$ cat src/rtl/ysyx_sq_pkg.sv
// ysyx_sq_pkg: store-queue sizing, commit size codes and the size-to-strobe helper
package ysyx_sq_pkg;
  localparam int SQ_DEPTH = 4;
  localparam int SQ_XLEN = 32;
  localparam logic [4:0] WSTRB_SB = 5'd1;
  localparam logic [4:0] WSTRB_SH = 5'd2;
  localparam logic [4:0] WSTRB_SW = 5'd3;
  typedef enum logic [1:0] {S_IDLE, S_REQ, S_RESP} sq_state_e;
  function automatic logic [3:0] size_strb(input logic [4:0] alu);
    return alu == WSTRB_SB ? 4'b0001 : alu == WSTRB_SH ? 4'b0011 : alu == WSTRB_SW ? 4'b1111 : 4'b0000;
  endfunction
endpackage

$ cat src/rtl/ysyx_sq_if.sv
// ysyx_sq_if: commit, load-check and data-memory write bus signals of the store queue
interface ysyx_sq_if #(parameter int XLEN = ysyx_sq_pkg::SQ_XLEN);
  logic            cm_valid;
  logic            cm_store;
  logic [4:0]      cm_alu;
  logic [XLEN-1:0] cm_waddr;
  logic [XLEN-1:0] cm_wdata;
  logic [XLEN-1:0] cm_pc;
  logic            sq_ready;
  logic            sq_empty;
  logic [XLEN-1:0] ld_addr;
  logic            ld_conflict;
  logic            dm_req_valid;
  logic            dm_req_ready;
  logic [XLEN-1:0] dm_req_addr;
  logic [XLEN-1:0] dm_req_wdata;
  logic [3:0]      dm_req_wstrb;
  logic [XLEN-1:0] dm_req_pc;
  logic            dm_resp_valid;
  modport master (
    output cm_valid, cm_store, cm_alu, cm_waddr, cm_wdata, cm_pc, ld_addr, dm_req_ready, dm_resp_valid,
    input  sq_ready, sq_empty, ld_conflict, dm_req_valid, dm_req_addr, dm_req_wdata, dm_req_wstrb, dm_req_pc
  );
  modport slave (
    input  cm_valid, cm_store, cm_alu, cm_waddr, cm_wdata, cm_pc, ld_addr, dm_req_ready, dm_resp_valid,
    output sq_ready, sq_empty, ld_conflict, dm_req_valid, dm_req_addr, dm_req_wdata, dm_req_wstrb, dm_req_pc
  );
endinterface

$ cat src/rtl/ysyx_sq.sv
// ysyx_sq: committed store queue draining retired stores in FIFO order to the data-memory bus
module ysyx_sq
  import ysyx_sq_pkg::*;
#(
  parameter int SQ_SIZE = SQ_DEPTH,
  parameter int XLEN    = SQ_XLEN
) (
  input logic      clk,
  input logic      rst_n,
  ysyx_sq_if.slave sq
);
  localparam int PW = $clog2(SQ_SIZE);
  localparam int CW = $clog2(SQ_SIZE + 1);
  logic [XLEN-1:0] addr_q [SQ_SIZE];
  logic [XLEN-1:0] data_q [SQ_SIZE];
  logic [XLEN-1:0] pc_q   [SQ_SIZE];
  logic [4:0]      alu_q  [SQ_SIZE];
  logic [SQ_SIZE-1:0] valid_q, valid_d;
  logic [PW-1:0] head_q, head_d, tail_q, tail_d;
  logic [CW-1:0] count_q, count_d;
  sq_state_e state_q, state_d;
  logic push, pop, conflict;
  logic [XLEN-1:0] h_addr;
  logic [1:0] h_off;
  assign sq.sq_ready = count_q != CW'(SQ_SIZE);
  assign sq.sq_empty = count_q == '0 && state_q == S_IDLE;
  assign push = sq.cm_valid && sq.cm_store && sq.sq_ready;
  assign pop = state_q == S_RESP && sq.dm_resp_valid;
  assign h_addr = addr_q[head_q];
  assign h_off = h_addr[1:0];
  assign sq.dm_req_valid = state_q == S_REQ;
  assign sq.dm_req_addr = sq.dm_req_valid ? {h_addr[XLEN-1:2], 2'b00} : '0;
  assign sq.dm_req_wdata = sq.dm_req_valid ? data_q[head_q] << {h_off, 3'b000} : '0;
  assign sq.dm_req_wstrb = sq.dm_req_valid ? size_strb(alu_q[head_q]) << h_off : '0;
  assign sq.dm_req_pc = sq.dm_req_valid ? pc_q[head_q] : '0;
  assign sq.ld_conflict = conflict;
  // the in-flight head stays valid until its response, so it still blocks loads
  always_comb begin
    conflict = 1'b0;
    for (int i = 0; i < SQ_SIZE; i++)
      conflict = conflict | (valid_q[i] && ((addr_q[i] ^ sq.ld_addr) >> 2) == '0);
  end
  always_comb begin
    state_d = state_q == S_IDLE ? (valid_q[head_q] ? S_REQ : S_IDLE) :
              state_q == S_REQ  ? (sq.dm_req_ready ? S_RESP : S_REQ) :
                                  (sq.dm_resp_valid ? S_IDLE : S_RESP);
    valid_d = valid_q;
    if (pop) valid_d[head_q] = 1'b0;
    if (push) valid_d[tail_q] = 1'b1;
    head_d = head_q + PW'(pop);
    tail_d = tail_q + PW'(push);
    count_d = count_q + CW'(push) - CW'(pop);
  end
  always_ff @(posedge clk) begin
    if (!rst_n) begin
      state_q <= S_IDLE;
      valid_q <= '0;
      head_q <= '0;
      tail_q <= '0;
      count_q <= '0;
    end else begin
      state_q <= state_d;
      valid_q <= valid_d;
      head_q <= head_d;
      tail_q <= tail_d;
      count_q <= count_d;
    end
  end
  always_ff @(posedge clk) begin
    if (push) begin
      addr_q[tail_q] <= sq.cm_waddr;
      data_q[tail_q] <= sq.cm_wdata;
      pc_q[tail_q] <= sq.cm_pc;
      alu_q[tail_q] <= sq.cm_alu;
    end
  end
  a_no_overwrite: assert property (@(posedge clk) disable iff (!rst_n) push |-> !valid_q[tail_q]);
  a_pop_nonempty: assert property (@(posedge clk) disable iff (!rst_n) pop |-> count_q != '0);
endmodule

$ cat src/flat_wrapper.sv
// flat-port wrapper written by rule: the top's interface ports become plain ports
module ysyx_sq_flat import ysyx_sq_pkg::*;
#(
  parameter int SQ_SIZE = SQ_DEPTH,
  parameter int XLEN    = SQ_XLEN
)
  (clk, rst_n, sq_cm_valid, sq_cm_store, sq_cm_alu, sq_cm_waddr, sq_cm_wdata, sq_cm_pc, sq_ld_addr, sq_dm_req_ready, sq_dm_resp_valid, sq_sq_ready, sq_sq_empty, sq_ld_conflict, sq_dm_req_valid, sq_dm_req_addr, sq_dm_req_wdata, sq_dm_req_wstrb, sq_dm_req_pc);
  ysyx_sq_if #(.XLEN(XLEN)) sq_i ();
  input logic clk;
  input logic rst_n;
  input wire logic [$bits(sq_i.cm_valid)-1:0] sq_cm_valid;
  input wire logic [$bits(sq_i.cm_store)-1:0] sq_cm_store;
  input wire logic [$bits(sq_i.cm_alu)-1:0] sq_cm_alu;
  input wire logic [$bits(sq_i.cm_waddr)-1:0] sq_cm_waddr;
  input wire logic [$bits(sq_i.cm_wdata)-1:0] sq_cm_wdata;
  input wire logic [$bits(sq_i.cm_pc)-1:0] sq_cm_pc;
  input wire logic [$bits(sq_i.ld_addr)-1:0] sq_ld_addr;
  input wire logic [$bits(sq_i.dm_req_ready)-1:0] sq_dm_req_ready;
  input wire logic [$bits(sq_i.dm_resp_valid)-1:0] sq_dm_resp_valid;
  output wire logic [$bits(sq_i.sq_ready)-1:0] sq_sq_ready;
  output wire logic [$bits(sq_i.sq_empty)-1:0] sq_sq_empty;
  output wire logic [$bits(sq_i.ld_conflict)-1:0] sq_ld_conflict;
  output wire logic [$bits(sq_i.dm_req_valid)-1:0] sq_dm_req_valid;
  output wire logic [$bits(sq_i.dm_req_addr)-1:0] sq_dm_req_addr;
  output wire logic [$bits(sq_i.dm_req_wdata)-1:0] sq_dm_req_wdata;
  output wire logic [$bits(sq_i.dm_req_wstrb)-1:0] sq_dm_req_wstrb;
  output wire logic [$bits(sq_i.dm_req_pc)-1:0] sq_dm_req_pc;
  assign sq_i.cm_valid = sq_cm_valid;
  assign sq_i.cm_store = sq_cm_store;
  assign sq_i.cm_alu = sq_cm_alu;
  assign sq_i.cm_waddr = sq_cm_waddr;
  assign sq_i.cm_wdata = sq_cm_wdata;
  assign sq_i.cm_pc = sq_cm_pc;
  assign sq_i.ld_addr = sq_ld_addr;
  assign sq_i.dm_req_ready = sq_dm_req_ready;
  assign sq_i.dm_resp_valid = sq_dm_resp_valid;
  assign sq_sq_ready = sq_i.sq_ready;
  assign sq_sq_empty = sq_i.sq_empty;
  assign sq_ld_conflict = sq_i.ld_conflict;
  assign sq_dm_req_valid = sq_i.dm_req_valid;
  assign sq_dm_req_addr = sq_i.dm_req_addr;
  assign sq_dm_req_wdata = sq_i.dm_req_wdata;
  assign sq_dm_req_wstrb = sq_i.dm_req_wstrb;
  assign sq_dm_req_pc = sq_i.dm_req_pc;
  ysyx_sq #(.SQ_SIZE(SQ_SIZE), .XLEN(XLEN)) u_core (.clk(clk), .rst_n(rst_n), .sq(sq_i));
endmodule
$ cat config.mk
export PLATFORM = sky130hd
export DESIGN_NAME = ysyx_sq_flat
export DESIGN_NICKNAME = d
export VERILOG_FILES = /design/src/rtl/ysyx_sq_pkg.sv /design/src/rtl/ysyx_sq_if.sv /design/src/rtl/ysyx_sq.sv /design/src/flat_wrapper.sv
export SDC_FILE = /design/constraint.sdc
export NUM_CORES = 1
export LEC_CHECK = 0
export CAP_MARGIN = 20
export CORE_MARGIN = 2
export CORE_UTILIZATION = 30
export CTS_CLUSTER_DIAMETER = 120
export DETAILED_ROUTE_END_ITERATION = 12
export PLACE_DENSITY_LB_ADDON = 0.25
export SETUP_SLACK_MARGIN = 0.4
export SYNTH_ARGS = -nofsm -noshare
export SYNTH_HDL_FRONTEND = slang
export SYNTH_SLANG_ARGS = --single-unit
$ cat constraint.sdc
create_clock -name clk -period 10.8 [get_ports clk]
set_clock_uncertainty 0.15 [all_clocks]
set_input_delay 2.16 -clock clk [delete_from_list [all_inputs] [get_ports clk]]
set_output_delay 2.16 -clock clk [all_outputs]
set_load 0.02 [all_outputs]
Word level (Yosys, flattened, before mapping)
Memories as Yosys holds them, arrays and structs flattened. A register that Yosys moved wholly into a read port is not among the register bits.
Cells that the tools add are included.

cells by class
  $lt $le $gt $ge = 4
  multiplexer cells = 26
  bitwise logic cells = 10
  shift-type cells = 2
  reductions and logical operators = 16
  add/sub/neg operators = 4
  equal/unequal tests = 6

operators by type and width
  cell                number
  $logic_not 32->1    4
  $xor 32x32->32      4
  $mux 32             3
  $shl 32x5->32       1
  $mux 4              6
  $mux 2              8
  $eq 5x2->1 const B  2
  $logic_and 1x1->1   10
  $lt 2x3->1 const B  2
  $mux 1              6
  $eq 5x1->1 const B  1
  $add 2x1->2         2
  $and 4x4->4         1
  $demux 1 s2         2
  $ge 2x1->1 const B  2
  $not 4->4           1
  $or 4x4->4          1
  $shl 4x2->4         1
  $add 3x1->3         1
  $logic_not 3->1     1
  $ne 3x3->1 const B  1
  $or 1x1->1          3
  $sub 3x1->3         1
  $bmux 1 s2          1
  other kinds (3)     3

word-level totals
  bits in writable memories = 404
  word-level logic and storage cells = 77
  memories kept = 4
  input port bits = 139
  flip-flop bits (word level) = 13

memory list
  memory         depth  bits a word  rd ports  clocked after memory_dff  write ports  RTL line       source
  u_core.addr_q  4      32           5         1                         1            ysyx_sq.sv:14  logic [XLEN-1:0] addr_q [SQ_SIZE];
  u_core.data_q  4      32           1         1                         1            ysyx_sq.sv:15  logic [XLEN-1:0] data_q [SQ_SIZE];
  u_core.pc_q    4      32           1         1                         1            ysyx_sq.sv:16  logic [XLEN-1:0] pc_q [SQ_SIZE];
  u_core.alu_q   4      5            1         1                         1            ysyx_sq.sv:17  logic [4:0] alu_q [SQ_SIZE];

Logic depth before layout (Yosys ltp)
Gate-level depths: netlist (run 1).

  depth in word-level cells = 9
  gate-level depth with buffers = 9

Worst setup path after synthesis (run 1)
Ideal clock, no wire load.

  kind = input to register
  start = input port sq_cm_valid
  end = memory u_core.addr_q[1][0] (netlist name) (enable)
  library setup time = 0.708 ns
  setup slack = 0.215 ns
  cell stages on the path = 2
  required time = 9.942 ns
  data arrival time = 9.727 ns
  path buffers = 0
  cell sequence = nand3_1 nor3b_1

on the way
  word-level cells in the longest chain between the ends = 4

RTL lines
  what                             RTL line            source
  from (decl)                      flat_wrapper.sv:11  input wire logic [$bits(sq_i.cm_valid)-1:0] sq_cm_valid;
  $logic_and 1x1->1 (2 in series)  ysyx_sq.sv:27       assign push = sq.cm_valid && sq.cm_store && sq.sq_ready;
  $mux 1                           ysyx_sq.sv:70       if (push) begin
  $mux 1 (not written as such)     ysyx_sq.sv:71       addr_q[tail_q] <= sq.cm_waddr;
  to (decl)                        ysyx_sq.sv:14

Every way passes these cells.

Worst setup path in the final report (run 1)
  start = input port sq_ld_addr[5]
  end = output port sq_ld_conflict

on the way
  word-level cells in the longest chain between the ends = 6
  elaborated cells on any way between the ends = 15
  those cells by class = 7 x bitwise; 8 x reduce/logical

RTL lines
  what                      RTL line            source
  from (decl)               flat_wrapper.sv:17  input wire logic [$bits(sq_i.ld_addr)-1:0] sq_ld_addr;
  $xor 32x32->32            ysyx_sq.sv:41       conflict = conflict | (valid_q[i] && ((addr_q[i] ^ sq.ld_addr) >> 2) == '0);
  $logic_not 32->1          ysyx_sq.sv:41
  $logic_and 1x1->1         ysyx_sq.sv:41
  $or 1x1->1 (2 in series)  ysyx_sq.sv:41
  $or 1x1->1 *              ysyx_sq.sv:41
  to (decl)                 flat_wrapper.sv:22  output wire logic [$bits(sq_i.ld_conflict)-1:0] sq_ld_conflict;

Every way passes the cells marked *; elsewhere a longest branch is shown, timed or not.

==> reports/qor.txt, run 1 <==
Leak: 6.90 nW
F_max: 144 MHz
Number of enable flip-flop cells after synthesis: 404
TritonCTS clock tree: yes
# IOs: 243
Yosys top cell area share: 68.5%
Required @ worst endpoint: 8.49 ns
Detailed-route via count: 9308
Main combinational cell family by area after synthesis: multiplexers
Total gr overflow: 0
Hold Buf Count CTS: 0
Core area: 58700 sq um
Met2 WL post-DR: 21300 um
Area delta synth->final: 25.7%
Vias per cell: 4.66
H-tree Lvls: 2
Worst setup path startpoint: sq_ld_addr[5]
Cell Rows: 89
Number of DRC markers in iteration 0: 477
Vias in the first global route: 9880
Synth async-reset ratio: 0%
Chip height: 247 um
Peak VDD IR: 114 uV
Inserted Clock Buffers: 47
Setup crit end kind: output pin
Synth Area in XOR/XNOR: 6.13%
Min-Delay Startpoint: u_core.state_q[1]
Min Tclk post-route: 6.92 ns
Die area: 61000 sq um
Status: finished, final reports clean
Pre-CTS WS: 3.92 ns
Root buffer cell: clkbuf_16
Detail Route Antenna Nets: 0
Setup violations, final: 0
Synth Register Bits: 417
Setup bufs post-CTS: 0
PortBufs: 238
Largest cells by area after synthesis: edfxtp_1, mux4_2, xnor2_1
Fin crit share: 64.1%
DRC: 0
Multiplexer area fraction after synthesis: 13.6%
Final Max Tran Viols: 0
Power Density: 163 nW/um^2
HP Class: register to register
Critical path class: input port to output pin
Cts repair resizes: 0
DRT Wirelength: 44400 um
Worst skew pair latency: 0.55 ns
Final hold vios: 0
Max layer used: met5
Routability cong.: 0.815
DR pass1 iterations: 4
Maximum clock path buffer count: 3
Met3 WL post-DR: 2350 um
ANT cells: 0
Clock slew at the register clock pins of the worst setup and hold paths: 0.06 ns
Rel. slew slack: 29.0%
Post-DP HPWL: 28800 um
First-pass GRT wire length: 65300 um
Largest net degree at the start of global routing: 65
Total track usage: 14.6%
Post-synthesis compound-gate area fraction: 1.73%
Total Nets Final: 1339
Starting Density: 30.2%
CP Launch Type: input port
Clock Sinks: 417
Initial antenna violation count: 2
Synthesized area: 17700 sq um
Final worst setup slack: 3.88 ns
Max Cap Violations: 0
Post-synthesis cell type count: 44
Unrepaired setup endpoints after global routing: false
Synth Area in Simple Gates: 6.11%
Reg-to-reg startpoint: u_core.count_q[2]
YS warnings: 0
Drt wl/cell: 22.2 um
Cell taking the most area after synthesis: edfxtp_1
Die W: 247 um
Syn avg cell area: 18.6 sq um
Least-Margin Pin Slew: 1.06 ns
Total power: 0.00364 W
Post-synthesis adder-cell area fraction: 0.395%
Syn Inst Count: 951
Crit Path Max Fanout: 4
Fin Setup TNS: 0 ns
Critical Path AT: 4.61 ns
Layout cells sized above 1: 15.6%
Top FF cell, synth: edfxtp_1
M1 WL: 19900 um
Sequential-to-total area share from yosys stat: 69.9%
==> cell type report <==
class | count | area, sq um
fillers | 5427 | 36400
clock inverters | 18 | 154
inverters | 9 | 35.0
clock buffers | 62 | 1250
well taps | 773 | 967
flip-flops and latches | 417 | 12400
repair buffers | 251 | 2480
multi-input cells | 469 | 4980
==> critical path: stages <==
cell	delay [ns]
clkdlybuf4s50_1	0.51
xnor2_1	0.48
nand4_1	0.20
nor4_1	0.33
nand4_1	0.14
nand4_1	0.14
clkdlybuf4s50_1	0.64
==> through the flow <==
stage | cells | cell area [sq um] | utilization [%] | hold WS [ns]
6_report | 1999 | 22300 | 38.0 | 0.333
5_1_grt | 1999 | 22300 | 38.0 | 0.386
3_5_place_dp | 1919 | 20900 | 35.6 | 0.331
3_3_place_gp | 1919 | 20900 | 35.6 | 0.330
4_1_cts | 1999 | 22300 | 38.0 | 0.343
2_1_floorplan | 952 | 17700 | - | 0.290
==> registers in the layout, indices dropped and copies added (netlist names) <==
signal,cells
u_core.addr_q,128
u_core.data_q,128
u_core.pc_q,128
u_core.alu_q,20
u_core.valid_q,4
u_core.count_q,3
u_core.head_q,2
u_core.state_q,2
u_core.tail_q,2
==> cells by family after synthesis <==
logic type / Yosys count
fa+ha+maj: 5
simple gates: 182
buf+inv: 66
mux: 116
xor+xnor: 124
other cells: 1
compound gates: 40
flops: 417
==> cell usage after synthesis, types with 2 or more instances <==
cell type    n
a211oi_1     8
a211oi_2     9
a21oi_1     14
a31oi_1      2
and2_1      77
buf_1        4
buf_2       11
buf_4        6
buf_6        8
buf_8        2
clkbuf_1    26
dfxtp_1     13
edfxtp_1   404
ha_1         4
inv_1        8
mux2i_1     17
mux4_1       3
mux4_2      96
nand2_1      3
nand3_1      2
nand4_1     25
nor2_1      29
nor2b_1     11
nor3_1       4
nor3b_1      3
nor4_1      18
o21a_1       4
o21ai_0      2
xnor2_1     78
xor2_1      46
==> metal layers <==
metal  vias to the layer above  global-route usage (%)
li1                       4226                       -
met1                      4796                    20.1
met2                       225                    23.5
met3                        59                    3.19
met4                         2                    3.61
met5                         -                       0
==> final timing paths <==
| kind | endpoint | slack, ns | depth (start not counted) |
|---|---|---|---|
| max | sq_ld_conflict | 3.88 | 7 |
| min | u_core.state_q[0] | 0.33 | 1 |
| max reg2reg | u_core.alu_q[3][3] | 7.57 | 5 |
| min reg2reg | u_core.state_q[0] | 0.33 | 1 |
==> power by group <==
part           total (W)  leakage, nW  internal [W]  switching [W]
logic           0.000317         2.44      0.000146       0.000170
registers        0.00185         3.77       0.00183      0.0000179
clock network    0.00147        0.685      0.000860       0.000613
total            0.00364         6.90       0.00284       0.000801
==> cells in the final DEF, fill, tap and decap left out, types with 6 or more instances in the layout <==
cell type / n
nor2_1: 29
dfxtp_1: 11
a211oi_1: 8
and2_1: 77
clkinv_1: 6
clkdlybuf4s50_1: 238
nor2b_1: 11
mux4_2: 96
mux2i_1: 17
inv_1: 8
nand4_1: 25
clkbuf_1: 14
a211oi_2: 9
edfxtp_1: 404
buf_4: 13
a21oi_1: 14
clkinv_2: 7
xor2_1: 46
clkbuf_16: 48
nor4_1: 18
xnor2_1: 78
(Power assumes the default switching activity.)
==> inputs of run 2 (changes only) <==
==> constraint.sdc (replaced) <==
create_clock -name clk -period 7.23 [get_ports clk]
set_clock_uncertainty 0.15 [all_clocks]
set_input_delay 1.446 -clock clk [delete_from_list [all_inputs] [get_ports clk]]
set_output_delay 1.446 -clock clk [all_outputs]
set_load 0.02 [all_outputs]
==> reports/qor.txt, run 2 (same netlist as run 1, synthesis figures left out) <==
Rel. slew slack: 30.4% (+1.4 points)
CP Launch Type: register
Status: finished, final reports clean
Area delta synth->final: 26.1%
H-tree Lvls: 2 (unchanged)
Unrepaired setup endpoints after global routing: false
HP Class: register to register
Post-DP HPWL: 29200 um (+1.1%)
Min Tclk post-route: 5.48 ns
Total track usage: 14.6% (+0.043 points)
Vias per cell: 4.69 (+0.66%)
Required @ worst endpoint: 5.63 ns (-2.86 ns)
Initial antenna violation count: 4 (+2)
Crit Path Max Fanout: 32 (+28)
Detail Route Antenna Nets: 0 (unchanged)
Path length in cells of the critical path: 6 (-1)
Number of DRC markers in iteration 0: 468 (-1.9%)
Combinational share of power: 8.6% (about the same)
Critical path class: register to output pin
Slowest cell delay on critical path: 0.73 ns (+0.09 ns)
Inserted Clock Buffers: 47 (unchanged)
F_max: 182 MHz
Final hold vios: 0 (unchanged)
Clock slew at the register clock pins of the worst setup and hold paths: 0.06 ns (about the same)
Setup bufs post-CTS: 0 (unchanged)
Worst hold path depth: 1 (unchanged)
P_sw: 0.00121 W (+51%)
Starting Density: 30.2% (unchanged)
Least-Margin Pin Slew: 1.04 ns (-0.0206 ns)
Largest net degree at the start of global routing: 65 (unchanged)
Flop pwr share: 50.2% (-0.6 points)
Critical Path AT: 3.89 ns (-0.72 ns)
Cts repair resizes: 0 (unchanged)
Most frequent cells in the layout: edfxtp_1, clkdlybuf4s50_1, mux4_2, xnor2_1, and2_1
Detailed-route via count: 9398 (+0.97%)
Routability cong.: 0.806 (-1.0%)
Setup crit end kind: output pin
Final Max Tran Viols: 0 (unchanged)
# IOs: 243 (unchanged)
Total Nets Final: 1340 (+0.075%)
Root buffer cell: clkbuf_16
Core area: 58700 sq um (unchanged)
DR pass1 iterations: 5 (+1)
DRC: 0 (unchanged)
Post-layout util: 38.1% (+0.13 points)
First-pass GRT wire length: 65300 um (about the same)
DRT Wirelength: 44500 um (+0.38%)
Worst skew pair latency: 0.56 ns (about the same)
R2R cell count: 5 (unchanged)
Clock share of power: 41.2% (+0.7 points)
Layout cells sized above 1: 15.8% (+0.18 points)
Die W: 247 um (unchanged)
CP cell instances: buf_4, mux4_2, nor2_2, a21oi_1, nor2_1, clkdlybuf4s50_1
Delay-heaviest family, CP: buffers and inverters
Fin crit share: 75.8%
Most common cell after layout, fill and taps aside: edfxtp_1
Clock Sinks: 417 (unchanged)
Power Density: 246 nW/um^2 (+51%)
Drt wl/cell: 22.2 um (about the same)
Vias in the first global route: 9932 (+0.53%)
Setup violations, final: 0 (unchanged)
TritonCTS clock tree: yes
Slowest CP cell: mux4_2
Post-Place Cell Area: 20900 sq um (about the same)
PortBufs: 238 (unchanged)
Leak: 6.94 nW (+0.53%)
Design Area, Final: 22300 sq um (+0.34%)
Total gr overflow: 0 (unchanged)
Peak VDD IR: 142 uV (+25%)
Largest regs: u_core.addr_q: 128 flops, u_core.data_q: 128 flops, u_core.pc_q: 128 flops
Max Cap Violations: 0 (unchanged)
Hold Buf Count CTS: 0 (unchanged)
Cell Rows: 89 (unchanged)
Maximum clock path buffer count: 3 (unchanged)
Number of buffers and inverters on the critical path: 2 (unchanged)
Internal power: 0.00428 W (+51%)
Fin Setup TNS: 0 ns (unchanged)
Switching share of power: 22.0% (about the same)
Chip height: 247 um (unchanged)
Die area: 61000 sq um (unchanged)
[run 2: cell count changes in the layout (fill, tap and decap cells not counted), sizes merged]
cell | before | now
diode | 0 | 1
clkinv | 14 | 20
clkbuf | 62 | 61
bufinv | 2 | 3
clkinvlp | 1 | 0
buf | 13 | 14
inv | 10 | 9
[run 2: layout make-up]
type / count / area (sq um)
diodes: 1 / 2.50
flip-flops and latches: 417 / 12400
clock buffers: 61 / 1260
well taps: 773 / 967
clock inverters: 23 / 200
repair buffers: 252 / 2500
inverters: 9 / 35.0
fillers: 5429 / 36300
multi-input cells: 469 / 4980
[run 2: worst reg2reg max path: cells and delay by family, from the launching register on]
| kind | cells | cell delay [ns] |
|---|---|---|
| AND/OR/NAND/NOR | 3 | 1.23 |
| buffers and inverters | 2 | 0.63 |
| flip-flops | 1 | 0.33 |
[run 2: per-layer routing]
metal / vias up / track usage (%) / part of all wire [%]
li1: 4241 / - / -
met1: 4849 / 19.7 / 44
met2: 235 / 23.8 / 48
met3: 69 / 3.40 / 5.5
met4: 4 / 3.95 / 2.0
met5: - / 0 / 0.061
[run 2: path summary, 6_finish.rpt]
kind	to	slack [ns]	from
worst max-delay path	sq_dm_req_wdata[23]	1.75	u_core.head_q[1]
worst min register to register	u_core.state_q[0]	0.35	u_core.state_q[1]
worst min-delay path	u_core.state_q[0]	0.35	u_core.state_q[1]
worst max register to register	u_core.pc_q[3][26]	4.50	u_core.count_q[2]
[run 2: stage by stage]
stage | setup WS (ns) | hold WS, ns | cells | power, W
after global routing | 1.49 | 0.395 | 2004 | 0.00571
after floorplan | -2.64 | 0.290 | 952 | 0.00306
after detailed placement | 1.77 | 0.332 | 1920 | 0.00329
final | 1.75 | 0.350 | 2005 | 0.00549
after CTS | 1.65 | 0.346 | 2004 | 0.00557
after global placement | 1.72 | 0.342 | 1920 | 0.00329
[run 2: power groups by stage]
stage	Sequential, W	Combinational [W]	Clock (W)
2_1_floorplan	0.00282	0.000246	0
3_3_place_gp	0.00281	0.000479	0
3_5_place_dp	0.00281	0.000481	0
4_1_cts	0.00276	0.000484	0.00233
5_1_grt	0.00276	0.000510	0.00243
6_report	0.00276	0.000472	0.00226
==> inputs of run 3 (changes only) <==
==> constraint.sdc (replaced) <==
create_clock -name clk -period 5.35 [get_ports clk]
set_clock_uncertainty 0.15 [all_clocks]
set_input_delay 1.07 -clock clk [delete_from_list [all_inputs] [get_ports clk]]
set_output_delay 1.07 -clock clk [all_outputs]
set_load 0.02 [all_outputs]
==> reports/qor.txt, run 3 (same netlist as run 1, synthesis figures left out) <==
Status: finished, final reports clean
Unrepaired setup endpoints after global routing: false
Initial antenna violation count: 6 (+2)
Detailed-route via count: 9427 (+0.31%)
Starting Density: 30.2% (unchanged)
DR pass1 iterations: 4 (-1)
Clock slew at the register clock pins of the worst setup and hold paths: 0.06 ns (about the same)
Final Max Tran Viols: 0 (unchanged)
R2R cell count: 8 (+3)
Most frequent cells in the layout: edfxtp_1, clkdlybuf4s50_1, mux4_2, xnor2_1, and2_1
Critical path class: input port to output pin
Least-Margin Pin Slew: 1.06 ns (+0.0147 ns)
Post-layout util: 38.4% (+0.27 points)
Critical R2R Capture: u_core.count_q[2]
Hold Buf Count CTS: 0 (unchanged)
Post-DP HPWL: 29200 um (+0.12%)
Delay-heaviest family, CP: buffers and inverters
Hold endpoint: u_core.state_q[0]
Min-Delay Startpoint: u_core.state_q[1]
Required @ worst endpoint: 4.13 ns (-1.50 ns)
Die area: 61000 sq um (unchanged)
Slowest CP cell: clkdlybuf4s50_1
Critical Path AT: 3.52 ns (-0.37 ns)
Routability cong.: 0.820 (+1.7%)
Largest net degree at the start of global routing: 65 (unchanged)
H-tree Lvls: 2 (unchanged)
Most used cell, CP: nand4_1
First-pass GRT wire length: 66000 um (+1.1%)
Chip height: 247 um (unchanged)
Largest regs: u_core.addr_q: 128 flops, u_core.data_q: 128 flops, u_core.pc_q: 128 flops
Crit Path Max Fanout: 4 (-88%)
Peak VDD IR: 239 uV (+69%)
Cell Rows: 89 (unchanged)
Die W: 247 um (unchanged)
Vias per cell: 4.68 (about the same)
Rel. slew slack: 29.4% (-0.98 points)
F_max: 211 MHz
Leak: 6.98 nW (+0.62%)
Fin Setup TNS: 0 ns (unchanged)
Max Cap Violations: 0 (unchanged)
Path length in cells of the critical path: 7 (+1)
Slowest cell delay on critical path: 0.63 ns (-0.10 ns)
Total Nets Final: 1347 (+0.52%)
Worst hold path depth: 1 (unchanged)
Reg-to-reg startpoint: u_core.count_q[2]
Most common cell after layout, fill and taps aside: edfxtp_1
Detail Route Antenna Nets: 0 (unchanged)
HP Class: register to register
Worst skew pair latency: 0.56 ns (about the same)
Root buffer cell: clkbuf_16
Layout cells sized above 1: 15.9% (+0.14 points)
Total track usage: 14.8% (+0.13 points)
PortBufs: 238 (unchanged)
# IOs: 243 (unchanged)
Number of DRC markers in iteration 0: 515 (+10%)
Core area: 58700 sq um (unchanged)
Setup violations, final: 0 (unchanged)
TritonCTS clock tree: yes
Fin crit share: 88.6%
Inserted Clock Buffers: 49 (+4.3%)
DRC: 0 (unchanged)
Maximum clock path buffer count: 3 (unchanged)
Vias in the first global route: 10200 (+2.2%)
Number of buffers and inverters on the critical path: 2 (unchanged)
CP Launch Type: input port
CP cell instances: clkdlybuf4s50_1, xnor2_1, nand4_1, nor4_1, nand4_1, nand4_1, clkdlybuf4s50_1
Total gr overflow: 0 (unchanged)
Worst R2R Setup Slack: 2.69 ns (-1.81 ns)
Clock Sinks: 417 (unchanged)
Final hold vios: 0 (unchanged)
Min Tclk post-route: 4.74 ns
DRT Wirelength: 45400 um (+1.9%)
Power Density: 332 nW/um^2 (+35%)
Area delta synth->final: 27.0%
Setup crit end kind: output pin
Drt wl/cell: 22.5 um (+1.5%)
-- run 3: changes by cell type in the layout (fill, tap and decap cells not counted), moves of 2 or more --
cell	change
nor3b_2	-2
clkinv_2	-5
nor3b_4	+2
clkbuf_1	-6
clkinvlp_4	+3
clkinv_1	+9
mux4_1	+2
buf_12	+2
-- run 3: repair_timing --
item	4_1_cts	5_1_grt
buffers inserted	0	1
gates resized for setup	1	0
gates cloned	1	1
setup endpoints to repair	17	8
-- run 3: final cells by class --
class / instances / area, sq um
Antenna cell: 1 / 2.50
Inverter: 9 / 33.8
Sequential cell: 417 / 12400
Multi-Input combinational cell: 471 / 5050
Clock buffer: 55 / 1250
Fill cell: 5408 / 36200
Tap cell: 773 / 967
Timing Repair Buffer: 255 / 2550
Clock inverter: 32 / 249
-- run 3: worst max-delay path by stage --
stage / startpoint / endpoint / slack, ns
after CTS: u_core.head_q[1] / sq_dm_req_wstrb[2] / 0.41
after global placement: sq_ld_addr[25] / sq_ld_conflict / 0.61
after detailed placement: sq_ld_addr[25] / sq_ld_conflict / 0.61
after global routing: u_core.head_q[0] / sq_dm_req_addr[9] / 0.40
after floorplan: sq_cm_valid / u_core.addr_q[1][0] / 0.78
final: sq_ld_addr[25] / sq_ld_conflict / 0.61
-- run 3: report_power, final --
group / internal, W / total, W / switching, W / leakage [nW]
Combinational: 0.000300 / 0.000647 / 0.000347 / 2.49
Clock: 0.00182 / 0.00310 / 0.00128 / 0.718
Sequential: 0.00369 / 0.00373 / 0.0000378 / 3.77
-- run 3: per-layer routing --
layer / track usage, % / wire (um) / vias to the layer above
met5: 0 / 65 / -
met4: 3.83 / 794 / 10
met3: 3.71 / 2830 / 64
met2: 24.6 / 22400 / 263
met1: 19.2 / 19300 / 4830
li1: - / - / 4260
-- run 3: through the flow --
stage               area [sq um]  cells  hold WS [ns]  power [W]  worst slack (ns)
floorplan                  17800    952         0.290    0.00413             0.780
global placement           20900   1922         0.340    0.00444             0.615
detailed placement         20900   1922         0.336    0.00445             0.609
CTS                        22500   2010         0.348    0.00760             0.410
global route               22500   2012         0.368    0.00777             0.404
finish                     22500   2013         0.344    0.00748             0.608
